[src/rtl/sram_ctrl.sv]
// sram_ctrl: initiator-side controller for one asynchronous 32-bit SRAM bank.
// Turns a single-outstanding valid/ready request into timed SRAM pin
// sequences. Every output comes from a flop.
//
// Ports:
//   clk_i, rst_ni        clock (rising edge), synchronous active-low reset
//   req_valid_i/ready_o  request handshake; ready only in IDLE, out of reset
//   req_we_i             1 = write, 0 = read
//   req_addr_i           word address
//   req_wdata_i          write data
//   req_wstrb_i          byte enables, active high
//   resp_valid_o         one-cycle pulse: read data valid / write done
//   resp_rdata_o         read data (0 on write responses)
//   sram_addr_o          SRAM address pins
//   sram_be_n_o          byte enables, active low
//   sram_ce_n_o          chip enable, active low
//   sram_oe_n_o          output enable, active low
//   sram_we_n_o          write enable, active low
//   sram_data_wen_o      1 = controller drives the data bus
//   sram_wdata_o         value for the data bus when driving
//   sram_rdata_i         value sampled from the data bus
module sram_ctrl #(
  parameter int ADDR_W       = 20,
  parameter int READ_CYCLES  = 2,
  parameter int WRITE_CYCLES = 2
) (
  input  logic              clk_i,
  input  logic              rst_ni,
  input  logic              req_valid_i,
  output logic              req_ready_o,
  input  logic              req_we_i,
  input  logic [ADDR_W-1:0] req_addr_i,
  input  logic [31:0]       req_wdata_i,
  input  logic [3:0]        req_wstrb_i,
  output logic              resp_valid_o,
  output logic [31:0]       resp_rdata_o,
  output logic [ADDR_W-1:0] sram_addr_o,
  output logic [3:0]        sram_be_n_o,
  output logic              sram_ce_n_o,
  output logic              sram_oe_n_o,
  output logic              sram_we_n_o,
  output logic              sram_data_wen_o,
  output logic [31:0]       sram_wdata_o,
  input  logic [31:0]       sram_rdata_i
);

  localparam int MAXC  = (READ_CYCLES > WRITE_CYCLES) ? READ_CYCLES : WRITE_CYCLES;
  localparam int CNT_W = (MAXC > 1) ? $clog2(MAXC) : 1;
  localparam logic [CNT_W-1:0] RD_LAST = CNT_W'(READ_CYCLES - 1);
  localparam logic [CNT_W-1:0] WR_LAST = CNT_W'(WRITE_CYCLES - 1);

  typedef enum logic [2:0] {IDLE, RD, WR_SETUP, WR_PULSE, WR_HOLD} state_e;

  state_e            state_q, state_d;
  logic [CNT_W-1:0]  cnt_q, cnt_d;
  logic              rdy_q, rdy_d;

  logic [ADDR_W-1:0] addr_q, addr_d;
  logic [3:0]        be_n_q, be_n_d;
  logic              ce_n_q, ce_n_d;
  logic              oe_n_q, oe_n_d;
  logic              we_n_q, we_n_d;
  logic              dwen_q, dwen_d;
  logic [31:0]       wdata_q, wdata_d;
  logic              rvld_q, rvld_d;
  logic [31:0]       rdata_q, rdata_d;

  // rdy_q is a registered copy of "next state is IDLE", cleared by reset,
  // so ready stays low while reset is held and rises one cycle after release.
  logic accept;
  assign accept      = req_valid_i && rdy_q;
  assign req_ready_o = rdy_q;

  // state register
  always_ff @(posedge clk_i) begin
    if (!rst_ni) begin
      state_q <= IDLE;
      cnt_q   <= '0;
      rdy_q   <= 1'b0;
    end else begin
      state_q <= state_d;
      cnt_q   <= cnt_d;
      rdy_q   <= rdy_d;
    end
  end

  // next state; cnt counts the remaining cycles of RD / WR_PULSE
  always_comb begin
    state_d = state_q;
    cnt_d   = cnt_q;
    unique case (state_q)
      IDLE: if (accept) begin
        state_d = req_we_i ? WR_SETUP : RD;
        cnt_d   = RD_LAST;
      end
      RD: if (cnt_q == '0) state_d = IDLE;
          else             cnt_d   = cnt_q - CNT_W'(1);
      WR_SETUP: begin
        state_d = WR_PULSE;
        cnt_d   = WR_LAST;
      end
      WR_PULSE: if (cnt_q == '0) state_d = WR_HOLD;
                else             cnt_d   = cnt_q - CNT_W'(1);
      WR_HOLD: state_d = IDLE;
      default: state_d = IDLE;
    endcase
    rdy_d = (state_d == IDLE);
  end

  // output next-values: pins for the state being entered are computed here,
  // so the flops present them during that state with no comb path to pins.
  always_comb begin
    addr_d  = addr_q;
    be_n_d  = be_n_q;
    ce_n_d  = ce_n_q;
    oe_n_d  = oe_n_q;
    we_n_d  = we_n_q;
    dwen_d  = dwen_q;
    wdata_d = wdata_q;
    rvld_d  = 1'b0;
    rdata_d = rdata_q;
    unique case (state_q)
      IDLE: begin
        be_n_d = 4'hF;
        ce_n_d = 1'b1;
        oe_n_d = 1'b1;
        we_n_d = 1'b1;
        dwen_d = 1'b0;
        if (accept) begin
          addr_d = req_addr_i;
          ce_n_d = 1'b0;
          if (req_we_i) begin
            be_n_d  = ~req_wstrb_i;
            dwen_d  = 1'b1;
            wdata_d = req_wdata_i;
          end else begin
            be_n_d = 4'h0;
            oe_n_d = 1'b0;
          end
        end
      end
      RD: if (cnt_q == '0) begin
        rdata_d = sram_rdata_i;
        rvld_d  = 1'b1;
        ce_n_d  = 1'b1;
        oe_n_d  = 1'b1;
        be_n_d  = 4'hF;
      end
      WR_SETUP: we_n_d = 1'b0;
      WR_PULSE: if (cnt_q == '0) we_n_d = 1'b1;
      WR_HOLD: begin
        ce_n_d  = 1'b1;
        dwen_d  = 1'b0;
        be_n_d  = 4'hF;
        rvld_d  = 1'b1;
        rdata_d = 32'h0;
      end
      default: ;
    endcase
  end

  always_ff @(posedge clk_i) begin
    if (!rst_ni) begin
      addr_q  <= '0;
      be_n_q  <= 4'hF;
      ce_n_q  <= 1'b1;
      oe_n_q  <= 1'b1;
      we_n_q  <= 1'b1;
      dwen_q  <= 1'b0;
      wdata_q <= '0;
      rvld_q  <= 1'b0;
      rdata_q <= '0;
    end else begin
      addr_q  <= addr_d;
      be_n_q  <= be_n_d;
      ce_n_q  <= ce_n_d;
      oe_n_q  <= oe_n_d;
      we_n_q  <= we_n_d;
      dwen_q  <= dwen_d;
      wdata_q <= wdata_d;
      rvld_q  <= rvld_d;
      rdata_q <= rdata_d;
    end
  end

  assign sram_addr_o     = addr_q;
  assign sram_be_n_o     = be_n_q;
  assign sram_ce_n_o     = ce_n_q;
  assign sram_oe_n_o     = oe_n_q;
  assign sram_we_n_o     = we_n_q;
  assign sram_data_wen_o = dwen_q;
  assign sram_wdata_o    = wdata_q;
  assign resp_valid_o    = rvld_q;
  assign resp_rdata_o    = rdata_q;

endmodule

[config.mk]
export PLATFORM = sky130hd
export DESIGN_NAME = sram_ctrl
export DESIGN_NICKNAME = d
export VERILOG_FILES = /design/src/rtl/sram_ctrl.sv
export SDC_FILE = /design/constraint.sdc
export NUM_CORES = 1
export LEC_CHECK = 0
export CAP_MARGIN = 0
export CORE_MARGIN = 5
export CORE_UTILIZATION = 43
export CTS_CLUSTER_DIAMETER = 40
export CTS_CLUSTER_SIZE = 40
export DETAILED_ROUTE_END_ITERATION = 10
export GPL_TIMING_DRIVEN = 0
export PLACE_DENSITY = 0.85
export REMOVE_ABC_BUFFERS = 1
export SYNTH_ARGS = -nofsm -noshare
export SYNTH_HDL_FRONTEND = slang
export SYNTH_SLANG_ARGS = --single-unit
export TNS_END_PERCENT = 1
[constraint.sdc]
create_clock -name clk_i -period 2.8 [get_ports clk_i]
set_input_delay 0.28 -clock clk_i [delete_from_list [all_inputs] [get_ports clk_i]]
set_output_delay 0.28 -clock clk_i [all_outputs]
set_load 0.1 [all_outputs]
==> impl_table.tex, run 1 <==
\begin{tabular}{lr}
\hline
Metric & Value \\
\hline
\multicolumn{2}{l}{\textbf{Status}} \\
Outcome & complete, no violations \\
\multicolumn{2}{l}{\textbf{Setup path}} \\
Worst path arrival time & 2.75 ns \\
Worst Setup SP & state\_q[0]\$\_SDFF\_PN0\_ \\
Crit path capture type & flip-flop \\
Worst setup SP type & flip-flop \\
Required @ worst endpoint & 3.09 ns \\
Worst flop-to-flop path startpoint & state\_q[0]\$\_SDFF\_PN0\_ \\
Critical Path Fanout Max & 20 \\
Reg2reg path depth & 3 \\
Reg2Reg Setup Slack & 0.34 ns \\
Worst flop-to-flop path endpoint & resp\_rdata\_o[6]\$\_SDFFE\_PN0P\_ \\
Worst Setup Path Type & flip-flop to flip-flop \\
\multicolumn{2}{l}{\textbf{Layout}} \\
Area added between synthesis and finish & 58.4\% \\
Post-layout nets & 661 \\
Final antenna diode count & 0 \\
Layout filler cell count & 631 \\
Share of final-layout standard cells stronger than drive strength 1 & 5.41\% \\
Cell area after layout & 5860 um2 \\
\multicolumn{2}{l}{\textbf{Run}} \\
Maxcap violations & 0 \\
\multicolumn{2}{l}{\textbf{Placed design}} \\
Routability Congestion & 0.823 \\
Post-Place Worst Slack & 0.241 ns \\
HPWL after detailed placement & 7720 um \\
Post-DP Area & 5630 um2 \\
Count of input and output buffers & 185 \\
\multicolumn{2}{l}{\textbf{Clock network}} \\
Maximum buffer depth of the clock tree & 2 \\
Clock tree from TritonCTS & yes \\
CTS Hold Buffers Added & 0 \\
H-tree levels & 3 \\
Clock-pin slew on the worst setup and hold paths & 0.10 ns \\
Later-pin clock latency in the skew report & 0.35 ns \\
Number of clock buffers inserted by TritonCTS & 9 \\
CTS root buf & sky130\_fd\_sc\_hd\_\_clkbuf\_8 \\
Clock Sinks & 98 \\
CTS-repair resized insts & 0 \\
Postcts setup bufs & 0 \\
\multicolumn{2}{l}{\textbf{Min path}} \\
Cell depth of the worst min-delay path & 2 \\
Terminating pin of the worst hold path & sram\_ce\_n\_o\$\_SDFFE\_PN1P\_ \\
Hold Startpoint & rst\_ni \\
Path category of the worst min-delay check & input pin to flip-flop \\
\multicolumn{2}{l}{\textbf{STA}} \\
Achievable frequency & 407 MHz \\
Post-layout min period & 2.46 ns \\
Final sum of negative setup slack & 0 ns \\
Final-report setup violation count & 0 \\
Final Cycle Share & 87.7\% \\
Final number of max-transition violations & 0 \\
Hold Fails Final Rpt & 0 \\
Min setup slack post-route & 0.344 ns \\
Unrepaired setup endpoints after global routing & no \\
Slew of the pin with the lowest slew margin & 1.31 ns \\
Final setup skew & 0.00921 ns \\
Remaining max-slew budget at the tightest pin & 12.1\% \\
\multicolumn{2}{l}{\textbf{Floorplan}} \\
Starting density of the core & 44.6\% \\
Total die area & 10600 um2 \\
Core footprint & 8300 um2 \\
Width of the die & 103 um \\
Number of top-level pins & 186 \\
Height of the die & 103 um \\
Number of standard-cell rows in the floorplan & 33 \\
\multicolumn{2}{l}{\textbf{Synthesis}} \\
Cells after Synth & 394 \\
Synth warn & 0 \\
Synthesized area & 3700 um2 \\
Seq/Total Area, Yosys & 53.0\% \\
Main synth FF type & sky130\_fd\_sc\_hd\_\_dfxtp\_1 \\
Number of library cell types mapped by synthesis & 32 \\
Number of synthesized flops with an enable pin & 0 \\
Number of synthesized register bits & 98 \\
Average cell area after synthesis & 9.39 um2 \\
Share of synthesized flip-flops with an asynchronous set or reset & 0\% \\
\multicolumn{2}{l}{\textbf{Global route}} \\
Number of global-route vias before repair & 3404 \\
Maximum number of pins on one net before global-route repair & 79 \\
Global-route wire length before repair & 16200 um \\
Total Routing Usage GR & 19.1\% \\
Total congestion overflow after global routing & 0 \\
Antenna violations before repair & 0 \\
\multicolumn{2}{l}{\textbf{Route}} \\
Final ANT Viol Nets & 0 \\
Wire per inst & 14.9 um \\
Iter 0 DRT Violations & 65 \\
Via-per-instance ratio & 4.96 \\
Vias after detailed routing & 3360 \\
Post-detailed-routing wire length & 10100 um \\
DRC errors left & 0 \\
DR pass1 iterations & 4 \\
\multicolumn{2}{l}{\textbf{Power}} \\
Power, Total & 3420 uW \\
Leakage power & 0.00216 uW \\
Power per standard cell area & 583 nW/um2 \\
IR drop worst, VDD & 0.000318 V \\
\hline
\end{tabular}
[cell usage in the layout, fill, tap and decap left out, types with 2 or more instances in the layout]
cell type | synthesis | final
sky130_fd_sc_hd__nand2_1 | 129 | 129
sky130_fd_sc_hd__a21oi_1 | 18 | 18
sky130_fd_sc_hd__nor4b_2 | 1 | 2
sky130_fd_sc_hd__mux2i_1 | 53 | 53
sky130_fd_sc_hd__inv_1 | 5 | 5
sky130_fd_sc_hd__nor4_1 | 2 | 2
sky130_fd_sc_hd__nor2_1 | 2 | 2
sky130_fd_sc_hd__buf_4 | 3 | 6
sky130_fd_sc_hd__a22o_1 | 20 | 20
sky130_fd_sc_hd__clkbuf_8 | 0 | 10
sky130_fd_sc_hd__o21ai_0 | 9 | 9
sky130_fd_sc_hd__buf_6 | 3 | 3
sky130_fd_sc_hd__nand2b_1 | 2 | 2
sky130_fd_sc_hd__clkdlybuf4s50_1 | 0 | 184
sky130_fd_sc_hd__inv_6 | 0 | 2
sky130_fd_sc_hd__o211ai_1 | 4 | 4
sky130_fd_sc_hd__bufinv_16 | 0 | 2
sky130_fd_sc_hd__o21a_1 | 5 | 5
sky130_fd_sc_hd__dfxtp_1 | 98 | 98
[state kept, by name (all words and copies together), names as in the netlist]
| register | cells |
|---|---|
| resp_rdata_o | 32 |
| sram_wdata_o | 32 |
| sram_addr_o | 20 |
| sram_be_n_o | 4 |
| state_q | 3 |
| cnt_q | 1 |
| req_ready_o | 1 |
| resp_valid_o | 1 |
| sram_ce_n_o | 1 |
| sram_data_wen_o | 1 |
| sram_oe_n_o | 1 |
| sram_we_n_o | 1 |
[per-stage QoR]
step / hold WS [ns] / utilization, % / instances
floorplan: 0.356 / - / 363
global placement: 0.441 / 66.5 / 653
detailed placement: 0.447 / 67.8 / 662
CTS: 0.314 / 70.5 / 677
global route: 0.353 / 70.6 / 678
finish: 0.334 / 70.6 / 678
[layout make-up]
| type | count | area (um2) | share of cell area (%) |
|---|---|---|---|
| tap | 105 | 131 | 2.24 |
| timing repair buffer | 195 | 1950 | 33.3 |
| multi-input combinational | 260 | 1570 | 26.8 |
| sequential | 98 | 1960 | 33.5 |
| clock buffer | 10 | 138 | 2.35 |
| clock inverter | 5 | 86.3 | 1.47 |
| inverter | 5 | 18.8 | 0.320 |
[critical path, cell delays in order, from the launching register on]
cell                      delay (ns)
sky130_fd_sc_hd__dfxtp_1        0.66
sky130_fd_sc_hd__or3b_4         0.46
sky130_fd_sc_hd__nor2_1         1.00
sky130_fd_sc_hd__a22o_1         0.27
[worst max path at each step]
| stage | depth (start not counted) | slack [ns] | to |
|---|---|---|---|
| after floorplan | 3 | -3.95 | sram_wdata_o[0]$_SDFFE_PN0P_ |
| after global placement | 4 | -5.32 | sram_wdata_o[17]$_SDFFE_PN0P_ |
| after detailed placement | 7 | 0.24 | sram_wdata_o[15]$_SDFFE_PN0P_ |
| after CTS | 3 | 0.37 | resp_rdata_o[6]$_SDFFE_PN0P_ |
| after global routing | 3 | 0.15 | resp_rdata_o[30]$_SDFFE_PN0P_ |
| final | 3 | 0.34 | resp_rdata_o[6]$_SDFFE_PN0P_ |
[per-layer routing]
metal | global-route usage (%) | wire length, um | share of wire, % | vias up
met5 | 0 | 0 | 0 | -
met4 | 7.27 | 220 | 2.2 | 0
met2 | 33.2 | 4900 | 49 | 138
met3 | 6.50 | 972 | 9.7 | 19
met1 | 21.6 | 3980 | 40 | 1531
li1 | - | - | - | 1672
[cell usage after synthesis (2+ instances only)]
cell | n | area [um2]
sky130_fd_sc_hd__inv_1 | 5 | 18.8
sky130_fd_sc_hd__buf_2 | 8 | 40.0
sky130_fd_sc_hd__nand2_1 | 129 | 484
sky130_fd_sc_hd__a22o_1 | 20 | 175
sky130_fd_sc_hd__dfxtp_1 | 98 | 1960
sky130_fd_sc_hd__nor4_1 | 2 | 12.5
sky130_fd_sc_hd__a21oi_1 | 18 | 90.1
sky130_fd_sc_hd__buf_6 | 3 | 33.8
sky130_fd_sc_hd__mux2i_1 | 53 | 531
sky130_fd_sc_hd__nor2_1 | 2 | 7.51
sky130_fd_sc_hd__nor3_1 | 2 | 10.0
sky130_fd_sc_hd__o21ai_0 | 9 | 45.0
sky130_fd_sc_hd__o211ai_1 | 4 | 30.0
sky130_fd_sc_hd__o21a_1 | 5 | 37.5
sky130_fd_sc_hd__nand2b_1 | 2 | 12.5
sky130_fd_sc_hd__buf_4 | 3 | 22.5
sky130_fd_sc_hd__clkbuf_1 | 16 | 60.1
[report_power, final]
group          internal, uW  switching (uW)  leakage [uW]  total (uW)
logic                   290             603       0.00125         893
registers              1460            44.1      0.000796        1500
clock network           531             489      0.000113        1020
[kinds of logic after synthesis]
family / count (synthesis) / synth area share (%)
simple gates: 145 / 16.1
flops: 98 / 53.0
compound gates: 62 / 11.6
buf+inv: 36 / 4.84
mux: 53 / 14.3
No activity file was read; power rests on OpenSTA's default activity.
==> run 2, diff against run 1 <==
--- a/config.mk
+++ b/config.mk
@@ -12,6 +12,7 @@
 export CTS_CLUSTER_SIZE = 40
 export DETAILED_ROUTE_END_ITERATION = 10
 export GPL_TIMING_DRIVEN = 0
+export MAX_ROUTING_LAYER = met4
 export PLACE_DENSITY = 0.85
 export REMOVE_ABC_BUFFERS = 1
 export SYNTH_ARGS = -nofsm -noshare
==> run 2 against run 1 <==
Against the previous run:
- sequential power hardly changed
- setup slack better by 0.040 ns
- sequential share of layout area stayed put
- largest power group unchanged
==> impl_table.tex, run 2 (synthesized netlist as in run 1, its figures left out) <==
\begin{tabular}{lr}
\hline
Metric & Value \\
\hline
\multicolumn{2}{l}{\textbf{STA}} \\
Final-report setup violation count & 0 (unchanged) \\
Post-layout min period & 2.42 ns (-0.0398 ns) \\
Final number of max-transition violations & 0 (unchanged) \\
Achievable frequency & 414 MHz (+1.6\%) \\
Final setup skew & 0.00832 ns (-0.000889 ns) \\
Final Cycle Share & 86.3\% (-1.4 points) \\
Remaining max-slew budget at the tightest pin & 15.8\% (+3.6 points) \\
Unrepaired setup endpoints after global routing & no \\
Smallest hold slack & 0.332 ns (-0.00185 ns) \\
Min setup slack post-route & 0.384 ns (+0.0398 ns) \\
Slew of the pin with the lowest slew margin & 1.26 ns (-0.0543 ns) \\
Hold Fails Final Rpt & 0 (unchanged) \\
\multicolumn{2}{l}{\textbf{Setup path}} \\
Slowest CP cell & sky130\_fd\_sc\_hd\_\_nor2\_1 \\
Required @ worst endpoint & 3.09 ns (about the same) \\
Worst path arrival time & 2.71 ns (-0.04 ns) \\
Delay of the slowest cell on the worst path & 0.97 ns (-0.03 ns) \\
Worst Setup Path Type & flip-flop to flip-flop \\
Worst setup SP type & flip-flop \\
Crit path capture type & flip-flop \\
Cells traversed along the worst timing path & or3b\_4 -> nor2\_1 -> a22o\_1 \\
Critical Path Fanout Max & 20 (unchanged) \\
\multicolumn{2}{l}{\textbf{Layout}} \\
Post-layout nets & 661 (unchanged) \\
Area added between synthesis and finish & 58.4\% (unchanged) \\
Most used cells in the layout excluding fill and tap cells & sky130\_fd\_sc\_hd\_\_clkdlybuf4s50\_1 (184), sky130\_fd\_sc\_hd\_\_nand2\_1 (129), sky130\_fd\_sc\_hd\_\_dfxtp\_1 (98), sky130\_fd\_sc\_hd\_\_mux2i\_1 (53), sky130\_fd\_sc\_hd\_\_a22o\_1 (20) \\
Share of final-layout standard cells stronger than drive strength 1 & 5.41\% (unchanged) \\
Final antenna diode count & 0 (unchanged) \\
Most common cell after layout, fill and taps aside & sky130\_fd\_sc\_hd\_\_clkdlybuf4s50\_1 \\
Count of placed standard cells in the final layout, fillers left out & 678 (unchanged) \\
\multicolumn{2}{l}{\textbf{Clock network}} \\
Later-pin clock latency in the skew report & 0.35 ns (about the same) \\
Maximum buffer depth of the clock tree & 2 (unchanged) \\
Clock-pin slew on the worst setup and hold paths & 0.10 ns (about the same) \\
H-tree levels & 3 (unchanged) \\
CTS-repair resized insts & 0 (unchanged) \\
CTS Hold Buffers Added & 0 (unchanged) \\
Number of clock buffers inserted by TritonCTS & 9 (unchanged) \\
Clock tree from TritonCTS & yes \\
CTS root buf & sky130\_fd\_sc\_hd\_\_clkbuf\_8 \\
Clock Sinks & 98 (unchanged) \\
Postcts setup bufs & 0 (unchanged) \\
\multicolumn{2}{l}{\textbf{Power}} \\
IR drop worst, VDD & 0.000319 V (+0.31\%) \\
Net switching share of the total power & 33.3\% (about the same) \\
Logic gate share of total power & 26.1\% (about the same) \\
Internal Power & 2280 uW (about the same) \\
Power, Total & 3420 uW (about the same) \\
Sequential share of power & 44.0\% (about the same) \\
Clock Power Share & 29.9\% (about the same) \\
Leakage power & 0.00216 uW (unchanged) \\
Net switching power & 1140 uW (about the same) \\
Power per standard cell area & 583 nW/um2 (about the same) \\
\multicolumn{2}{l}{\textbf{Global route}} \\
Total Routing Usage GR & 19.7\% (+0.58 points) \\
Global-route wire length before repair & 16200 um (-0.17\%) \\
Antenna violations before repair & 0 (unchanged) \\
Maximum number of pins on one net before global-route repair & 79 (unchanged) \\
Total congestion overflow after global routing & 0 (unchanged) \\
Number of global-route vias before repair & 3419 (+0.44\%) \\
\multicolumn{2}{l}{\textbf{Floorplan}} \\
Height of the die & 103 um (unchanged) \\
Total die area & 10600 um2 (unchanged) \\
Number of top-level pins & 186 (unchanged) \\
Number of standard-cell rows in the floorplan & 33 (unchanged) \\
Core footprint & 8300 um2 (unchanged) \\
Starting density of the core & 44.6\% (unchanged) \\
Width of the die & 103 um (unchanged) \\
\multicolumn{2}{l}{\textbf{Route}} \\
Post-detailed-routing wire length & 10000 um (-0.23\%) \\
Final ANT Viol Nets & 0 (unchanged) \\
DR pass1 iterations & 4 (unchanged) \\
DRC errors left & 0 (unchanged) \\
Iter 0 DRT Violations & 72 (+11\%) \\
Via-per-instance ratio & 4.95 (-0.15\%) \\
Vias after detailed routing & 3355 (-0.15\%) \\
Wire per inst & 14.8 um (-0.23\%) \\
\multicolumn{2}{l}{\textbf{Run}} \\
Maxcap violations & 0 (unchanged) \\
\multicolumn{2}{l}{\textbf{Placed design}} \\
Post-Place Worst Slack & 0.241 ns (unchanged) \\
Count of input and output buffers & 185 (unchanged) \\
Placed instance count & 662 (unchanged) \\
Routability Congestion & 0.836 (+1.5\%) \\
HPWL after detailed placement & 7720 um (unchanged) \\
\multicolumn{2}{l}{\textbf{Status}} \\
Outcome & complete, no violations \\
\multicolumn{2}{l}{\textbf{Min path}} \\
Path category of the worst min-delay check & input pin to flip-flop \\
\hline
\end{tabular}
run 2: cell counts in the layout (fill, tap and decap cells not counted):
No cell type changed its count.
run 2: layout make-up:
class	count	area, um2
Clock buffer	10	138
Sequential cell	98	1960
Fill cell	631	2440
Multi-Input combinational cell	260	1570
Tap cell	105	131
Inverter	5	18.8
Clock inverter	5	86.3
Timing Repair Buffer	195	1950
run 2: critical path: cells and delay by family, from the launching register on:
family           cells  cell delay (ns)
AO/OA/AOI/OAI        1             0.27
flip-flops           1             0.66
AND/OR/NAND/NOR      2             1.43
run 2: layer usage:
layer  share of wire (%)  global-route usage (%)  vias up
met5                   0                       -        -
met4                 1.9                    7.27        0
li1                    -                       -     1671
met1                  41                    22.6     1527
met3                 8.4                    4.94       17
met2                  49                    33.1      140
run 2: final timing paths:
kind | from | to | slack (ns) | cells after the start
max reg2reg | state_q[0]$_SDFF_PN0_ | resp_rdata_o[29]$_SDFFE_PN0P_ | 0.38 | 3
max | state_q[0]$_SDFF_PN0_ | resp_rdata_o[29]$_SDFFE_PN0P_ | 0.38 | 3
min | rst_ni | sram_ce_n_o$_SDFFE_PN1P_ | 0.33 | 2
min reg2reg | sram_wdata_o[25]$_SDFFE_PN0P_ | sram_wdata_o[25]$_SDFFE_PN0P_ | 0.46 | 2
run 2: stage by stage:
stage / TNS [ns] / cell area [um2] / utilization [%]
floorplan: -152.47 / 3540 / -
global placement: -282.94 / 5520 / 66.5
detailed placement: 0 / 5630 / 67.8
CTS: 0 / 5850 / 70.5
global route: 0 / 5860 / 70.6
finish: 0 / 5860 / 70.6
run 2: power groups by stage:
stage	clock (uW)	combinational [uW]	sequential, uW
after floorplan	0	147	1970
after global placement	0	890	1530
after detailed placement	0	896	1530
after CTS	1050	898	1500
after global routing	1110	933	1510
final	1020	893	1500
